==> src/rtl/gnt_burst_ctrl.sv <==
`default_nettype none
// ============================================================================
// Module      : gnt_burst_ctrl
// Description : Burst controller downstream of a 4-way arbiter. Passes raw
//               requests to the arbiter while idle, latches a one-hot grant as
//               the bus owner, muxes the owner's valid/data burst onto a
//               shared slave port, counts beats and pulses done to the owner
//               after the last beat. Flags non-one-hot grants and bursts that
//               stall for TMO consecutive cycles.
// Ports       : clk, rst_n (async active-low)
//               req_in[3:0] -> req_out[3:0]  request gating to the arbiter
//               gnt[3:0]                     registered grant from the arbiter
//               m_len/m_valid/m_data/m_ready per-master burst interface
//               s_valid/s_data/s_ready       shared slave port
//               busy, owner[1:0]             transfer status / bus owner
//               done[3:0], gnt_err, tmo_err  registered one-cycle pulses
// Revision    : 1.0 - initial release
// ============================================================================
module gnt_burst_ctrl #(
    parameter int DW    = 32,
    parameter int LEN_W = 4,
    parameter int TMO   = 255
) (
    input  logic              clk,
    input  logic              rst_n,
    input  logic [3:0]        req_in,
    output logic [3:0]        req_out,
    input  logic [3:0]        gnt,
    input  logic [4*LEN_W-1:0] m_len,
    input  logic [3:0]        m_valid,
    input  logic [4*DW-1:0]   m_data,
    output logic [3:0]        m_ready,
    output logic              s_valid,
    output logic [DW-1:0]     s_data,
    input  logic              s_ready,
    output logic              busy,
    output logic [1:0]        owner,
    output logic [3:0]        done,
    output logic              gnt_err,
    output logic              tmo_err
);

    typedef enum logic [0:0] {
        S_IDLE = 1'b0,
        S_XFER = 1'b1
    } state_t;

    // Abort fires on the edge that would take the stall counter to TMO.
    localparam logic [7:0] c_TMO_LAST = 8'(TMO - 1);

    state_t            r_state;
    logic [1:0]        r_owner;
    logic [LEN_W-1:0]  r_beat_cnt;
    logic [7:0]        r_tmo_cnt;
    logic [3:0]        r_done;
    logic              r_gnt_err;
    logic              r_tmo_err;

    logic [LEN_W-1:0]  w_len  [4];
    logic [DW-1:0]     w_data [4];
    logic              w_xfer;
    logic              w_gnt_onehot;
    logic              w_gnt_multi;
    logic [1:0]        w_gnt_idx;
    logic              w_s_valid;
    logic              w_beat;

    // Flatten the packed per-master buses into indexable arrays.
    for (genvar gi = 0; gi < 4; gi++) begin : g_unpack
        assign w_len[gi]  = m_len[gi*LEN_W +: LEN_W];
        assign w_data[gi] = m_data[gi*DW +: DW];
    end

    assign w_xfer       = (r_state == S_XFER);
    assign w_gnt_onehot = (gnt != 4'd0) && ((gnt & (gnt - 4'd1)) == 4'd0);
    assign w_gnt_multi  = (gnt != 4'd0) && !w_gnt_onehot;

    always_comb begin
        w_gnt_idx = 2'd0;
        case (gnt)
            4'b0010: w_gnt_idx = 2'd1;
            4'b0100: w_gnt_idx = 2'd2;
            4'b1000: w_gnt_idx = 2'd3;
            default: w_gnt_idx = 2'd0;
        endcase
    end

    assign w_s_valid = w_xfer & m_valid[r_owner];
    assign w_beat    = w_s_valid & s_ready;

    // Requests are hidden from the arbiter for the whole burst so it cannot
    // prepare a grant that would be taken mid-burst.
    assign req_out = w_xfer ? 4'b0000 : req_in;
    assign m_ready = w_xfer ? (4'({3'b000, s_ready}) << r_owner) : 4'b0000;
    assign s_valid = w_s_valid;
    assign s_data  = w_xfer ? w_data[r_owner] : '0;
    assign busy    = w_xfer;
    assign owner   = r_owner;
    assign done    = r_done;
    assign gnt_err = r_gnt_err;
    assign tmo_err = r_tmo_err;

    always_ff @(posedge clk or negedge rst_n) begin
        if (!rst_n) begin
            r_state    <= S_IDLE;
            r_owner    <= 2'd0;
            r_beat_cnt <= '0;
            r_tmo_cnt  <= 8'd0;
            r_done     <= 4'b0000;
            r_gnt_err  <= 1'b0;
            r_tmo_err  <= 1'b0;
        end else begin
            r_done    <= 4'b0000;
            r_gnt_err <= 1'b0;
            r_tmo_err <= 1'b0;
            case (r_state)
                S_IDLE: begin
                    if (w_gnt_multi) begin
                        r_gnt_err <= 1'b1;
                    end else if (w_gnt_onehot && ((gnt & req_in) != 4'd0)) begin
                        // A grant whose request has already dropped is stale.
                        r_owner    <= w_gnt_idx;
                        r_beat_cnt <= w_len[w_gnt_idx];
                        r_tmo_cnt  <= 8'd0;
                        r_state    <= S_XFER;
                    end
                end
                S_XFER: begin
                    if (w_beat) begin
                        r_tmo_cnt <= 8'd0;
                        if (r_beat_cnt == '0) begin
                            r_done  <= 4'b0001 << r_owner;
                            r_state <= S_IDLE;
                        end else begin
                            r_beat_cnt <= r_beat_cnt - 1'b1;
                        end
                    end else if (r_tmo_cnt == c_TMO_LAST) begin
                        r_tmo_err <= 1'b1;
                        r_state   <= S_IDLE;
                    end else begin
                        r_tmo_cnt <= r_tmo_cnt + 8'd1;
                    end
                end
                default: r_state <= S_IDLE;
            endcase
        end
    end

endmodule
`default_nettype wire

==> config.mk <==
export PLATFORM = sky130hd
export DESIGN_NAME = gnt_burst_ctrl
export DESIGN_NICKNAME = d
export VERILOG_FILES = /design/src/rtl/gnt_burst_ctrl.sv
export SDC_FILE = /design/constraint.sdc
export NUM_CORES = 1
export LEC_CHECK = 0
export BUFFER_PORTS_ARGS = -buffer_cell sky130_fd_sc_hd__buf_4
export CELL_PAD_IN_SITES_DETAIL_PLACEMENT = 1
export CELL_PAD_IN_SITES_GLOBAL_PLACEMENT = 2
export CORE_MARGIN = 2
export CORE_UTILIZATION = 22
export DETAILED_ROUTE_END_ITERATION = 10
export PLACE_DENSITY_LB_ADDON = 0.1
export RECOVER_POWER = 25
export SKIP_CTS_REPAIR_TIMING = 1
export SLEW_MARGIN = 5
export SYNTH_ARGS = -nofsm -noshare
export SYNTH_HDL_FRONTEND = slang
export SYNTH_SLANG_ARGS = --single-unit
==> constraint.sdc <==
create_clock -name clk -period 4 [get_ports clk]
set_clock_uncertainty 0.05 [all_clocks]
set_input_delay 1.2 -clock clk [delete_from_list [all_inputs] [get_ports clk]]
set_output_delay 1.2 -clock clk [all_outputs]
set_load 0.1 [all_outputs]
==> results.yml <==
timing:
  setup_viol_count_final: 0
  timing.final.max_slew_violations: 0
  finalSetupTns_ns: 0
  final.setup.worst_slack_ns: 0.589
  tightest_slew_ns: 1.21
  fin_crit_ns: 3.41
  final_number_of_hold_violating_endpoints: 0
  timing.fmax_ghz: 0.293
  setup_repair_after_global_routing_missed_its_margin: "false"
  timing.final.crit_share_pct: 85.3
  worst_slew_margin_relative_to_its_limit_pct: 19.3
worst_setup_path:
  critPathCaptureType: "primary output"
  ff2ff_path_depth: 6
  crit_path_max_fanout: 1
  max_stage_delay_ns: 0.45
  cp_data_arrival_time_ns: 2.16
  timing.critical_path.cells: "buf_4 -> mux4_2 -> and2_1 -> buf_4"
  r2r_start: "owner[0]"
  cp_slowest_cell: "sky130_fd_sc_hd__mux4_2"
  timing.critical_path.mode_cell: "sky130_fd_sc_hd__buf_4"
  timing.rr.end: "r_tmo_cnt[3]"
  regToRegSetupSlack_ns: 1.59
  required_ns: 2.75
  cp-endpoint: "s_data[15]"
  worstSetupStartpointType: "input port"
  crit_type: "input port to primary output"
  crit_path_start: "m_data[111]"
run:
  max_cap_viol_count: 0
global_route:
  grt_use_total_pct: 17.9
  number_of_global_route_vias_before_repair: 2823
  largest_net_degree_at_the_start_of_global_routing: 36
  grt_antenna_before_repair: 1
  globalRouteOverflowTotal: 0
  grt_first_pass_wirelength_um: 16200
clock_network:
  ctsLongestPathBuffers: 2
  cts_buffers: 3
  cts_num_sinks: 21
  cts-htree-levels: 1
  clk_root_buffer_cell: "sky130_fd_sc_hd__clkbuf_8"
  clkSlewWorstSetupHoldPaths_ns: 0.08
  worstSkewPairLatency_ns: 0.26
  tritoncts: "built"
drt:
  route.detailed.drc: 0
  via_per_inst: 4.80
  vias: 2702
  drt-pass1-iter-count: 4
  first_drt_iteration_drcs: 82
  drt_wl_total_um: 10900
  antenna_left: 0
  routed_wire_length_per_instance_um: 19.3
yosys:
  ys_seq_area_share_pct: 22.0
  synthCells: 223
  synth-seq-cells: 21
  synth-edff-count: 0
  yosysWarnings: 0
  syn-cell-area_um2: 2390
  synth.lib_cells_used.distinct: 45
  synthArstFlopShare_pct: 100
  post_synth_top_flop: "sky130_fd_sc_hd__dfrtp_1"
  synth_fp_nets: 386
  syn_area_per_cell_um2: 10.7
place:
  port-buffer-count: 208
  place_worst_setup_slack_ns: 0.583
  dp_hpwl_um: 9120
  place_inst: 558
  finalWeightedCongestion: 0.755
floorplan:
  floorplan.initialDensity_pct: 22.3
  ioPinCount: 209
  chip_height_um: 108
  placeableCoreArea_um2: 10700
  design.die.area_um2: 11700
  die_x_um: 108
  core.rowCount: 38
power_and_ir_drop:
  powerDensity_nw_per_um2: 811
  power.sequential.fraction_pct: 10.1
  power.combinational.fraction_pct: 85.7
  power.static_leakage_uw: 0.00189
  irDropWorstVdd_mv: 0.821
  power_report.internal_total_uw: 1110
  power.share.switching_pct: 66.7
  total_power_uw: 3350
  power.switching_uw: 2230
  clock_power_share_pct: 4.2
finish:
  fillCellCount: 1250
  post_layout_nonfiller_instances: 563
  post_route_cells_drive_above_1_share_pct: 62.6
  most_frequent_cells_in_the_layout: "209 x sky130_fd_sc_hd__buf_4, 34 x sky130_fd_sc_hd__mux4_2, 33 x sky130_fd_sc_hd__and2_1, 20 x sky130_fd_sc_hd__dfrtp_1, 14 x sky130_fd_sc_hd__nor2_1"
  synthToLayoutAreaGrowth_pct: 72.6
  finalNetCount: 586
  final_common_cell: "sky130_fd_sc_hd__buf_4"
  multi_input_area_um2: 1730
  regArea_um2: 527
min_path:
  min_path_type: "flip-flop to flip-flop"
status:
  status: "finished clean"
metrics by stage:
stage	hold slack (ns)	area, um2	utilization [%]
global placement	0.468	4100	38.3
finish	0.484	4120	38.5
detailed placement	0.473	4100	38.3
floorplan	0.441	2390	-
global route	0.550	4120	38.5
CTS	0.490	4140	38.7
cells in the mapped netlist (3+ instances only):
master                     instances  area share [%]
sky130_fd_sc_hd__a21oi_1          10             2.1
sky130_fd_sc_hd__and2_1           33             8.6
sky130_fd_sc_hd__mux2_2            3             1.4
sky130_fd_sc_hd__or3_1             6             1.6
sky130_fd_sc_hd__nor2b_1           4             1.0
sky130_fd_sc_hd__o21ai_0           7             1.5
sky130_fd_sc_hd__mux4_2           34              32
sky130_fd_sc_hd__ha_1              4             2.1
sky130_fd_sc_hd__a22oi_1           3            0.94
sky130_fd_sc_hd__buf_2             6             1.3
sky130_fd_sc_hd__nor4_1            3            0.79
sky130_fd_sc_hd__inv_1             7             1.1
sky130_fd_sc_hd__nand3_1           4            0.84
sky130_fd_sc_hd__and3_1            4             1.0
sky130_fd_sc_hd__clkbuf_1          6            0.94
sky130_fd_sc_hd__nor3_1            3            0.63
sky130_fd_sc_hd__nor2_1           15             2.4
sky130_fd_sc_hd__mux2i_1           3             1.3
sky130_fd_sc_hd__nand2_1          11             1.7
sky130_fd_sc_hd__dfrtp_1          21              22
cell families after synthesis:
group	synth area share [%]
compound gates	11.9
flops	22.0
xor+xnor	1.10
simple gates	21.5
fa+ha+maj	2.09
mux	36.2
buf+inv	5.18
flip-flops by register name (all words and copies together) (netlist names):
signal      cells
r_tmo_cnt       8
done            4
r_beat_cnt      4
owner           2
busy            1
gnt_err         1
tmo_err         1
power groups by stage:
stage	sequential (uW)	clock, uW	combinational (uW)
3_5_place_dp	344	0	2900
3_3_place_gp	343	0	2890
2_1_floorplan	408	0	2160
4_1_cts	341	148	2900
6_report	338	141	2870
5_1_grt	354	155	2990
final cells by class:
| type | count | share of cell area [%] |
|---|---|---|
| antenna | 1 | 0.0607 |
| clock buffer | 3 | 1.00 |
| clock inverter | 1 | 0.121 |
| inverter | 7 | 0.637 |
| multi-input combinational | 177 | 42.0 |
| sequential | 21 | 12.8 |
| tap | 140 | 4.25 |
| timing repair buffer | 213 | 39.2 |
worst min-delay path by stage:
stage | start | end | slack (ns) | cells after the start
after floorplan | r_tmo_cnt[7] | r_tmo_cnt[7] | 0.44 | 2
after global routing | r_tmo_cnt[7] | r_tmo_cnt[7] | 0.55 | 2
after detailed placement | r_tmo_cnt[7] | r_tmo_cnt[7] | 0.47 | 2
after CTS | r_tmo_cnt[7] | r_tmo_cnt[7] | 0.49 | 2
final | r_tmo_cnt[7] | r_tmo_cnt[7] | 0.48 | 2
after global placement | r_tmo_cnt[7] | r_tmo_cnt[7] | 0.47 | 2
metal layers:
| metal | global-route usage (%) | vias up | wire length (um) |
|---|---|---|---|
| li1 | - | 1253 | - |
| met1 | 20.7 | 1338 | 4030 |
| met2 | 32.2 | 103 | 5590 |
| met3 | 5.24 | 8 | 1080 |
| met4 | 4.58 | 0 | 161 |
| met5 | 0 | - | 0 |
worst max-delay path, delay by kind of cell:
kind          cells  cell delay [ns]
mux               1             0.45
simple gates      1             0.17
buf+inv           2             0.34
Power figures use the tool's default switching activity.
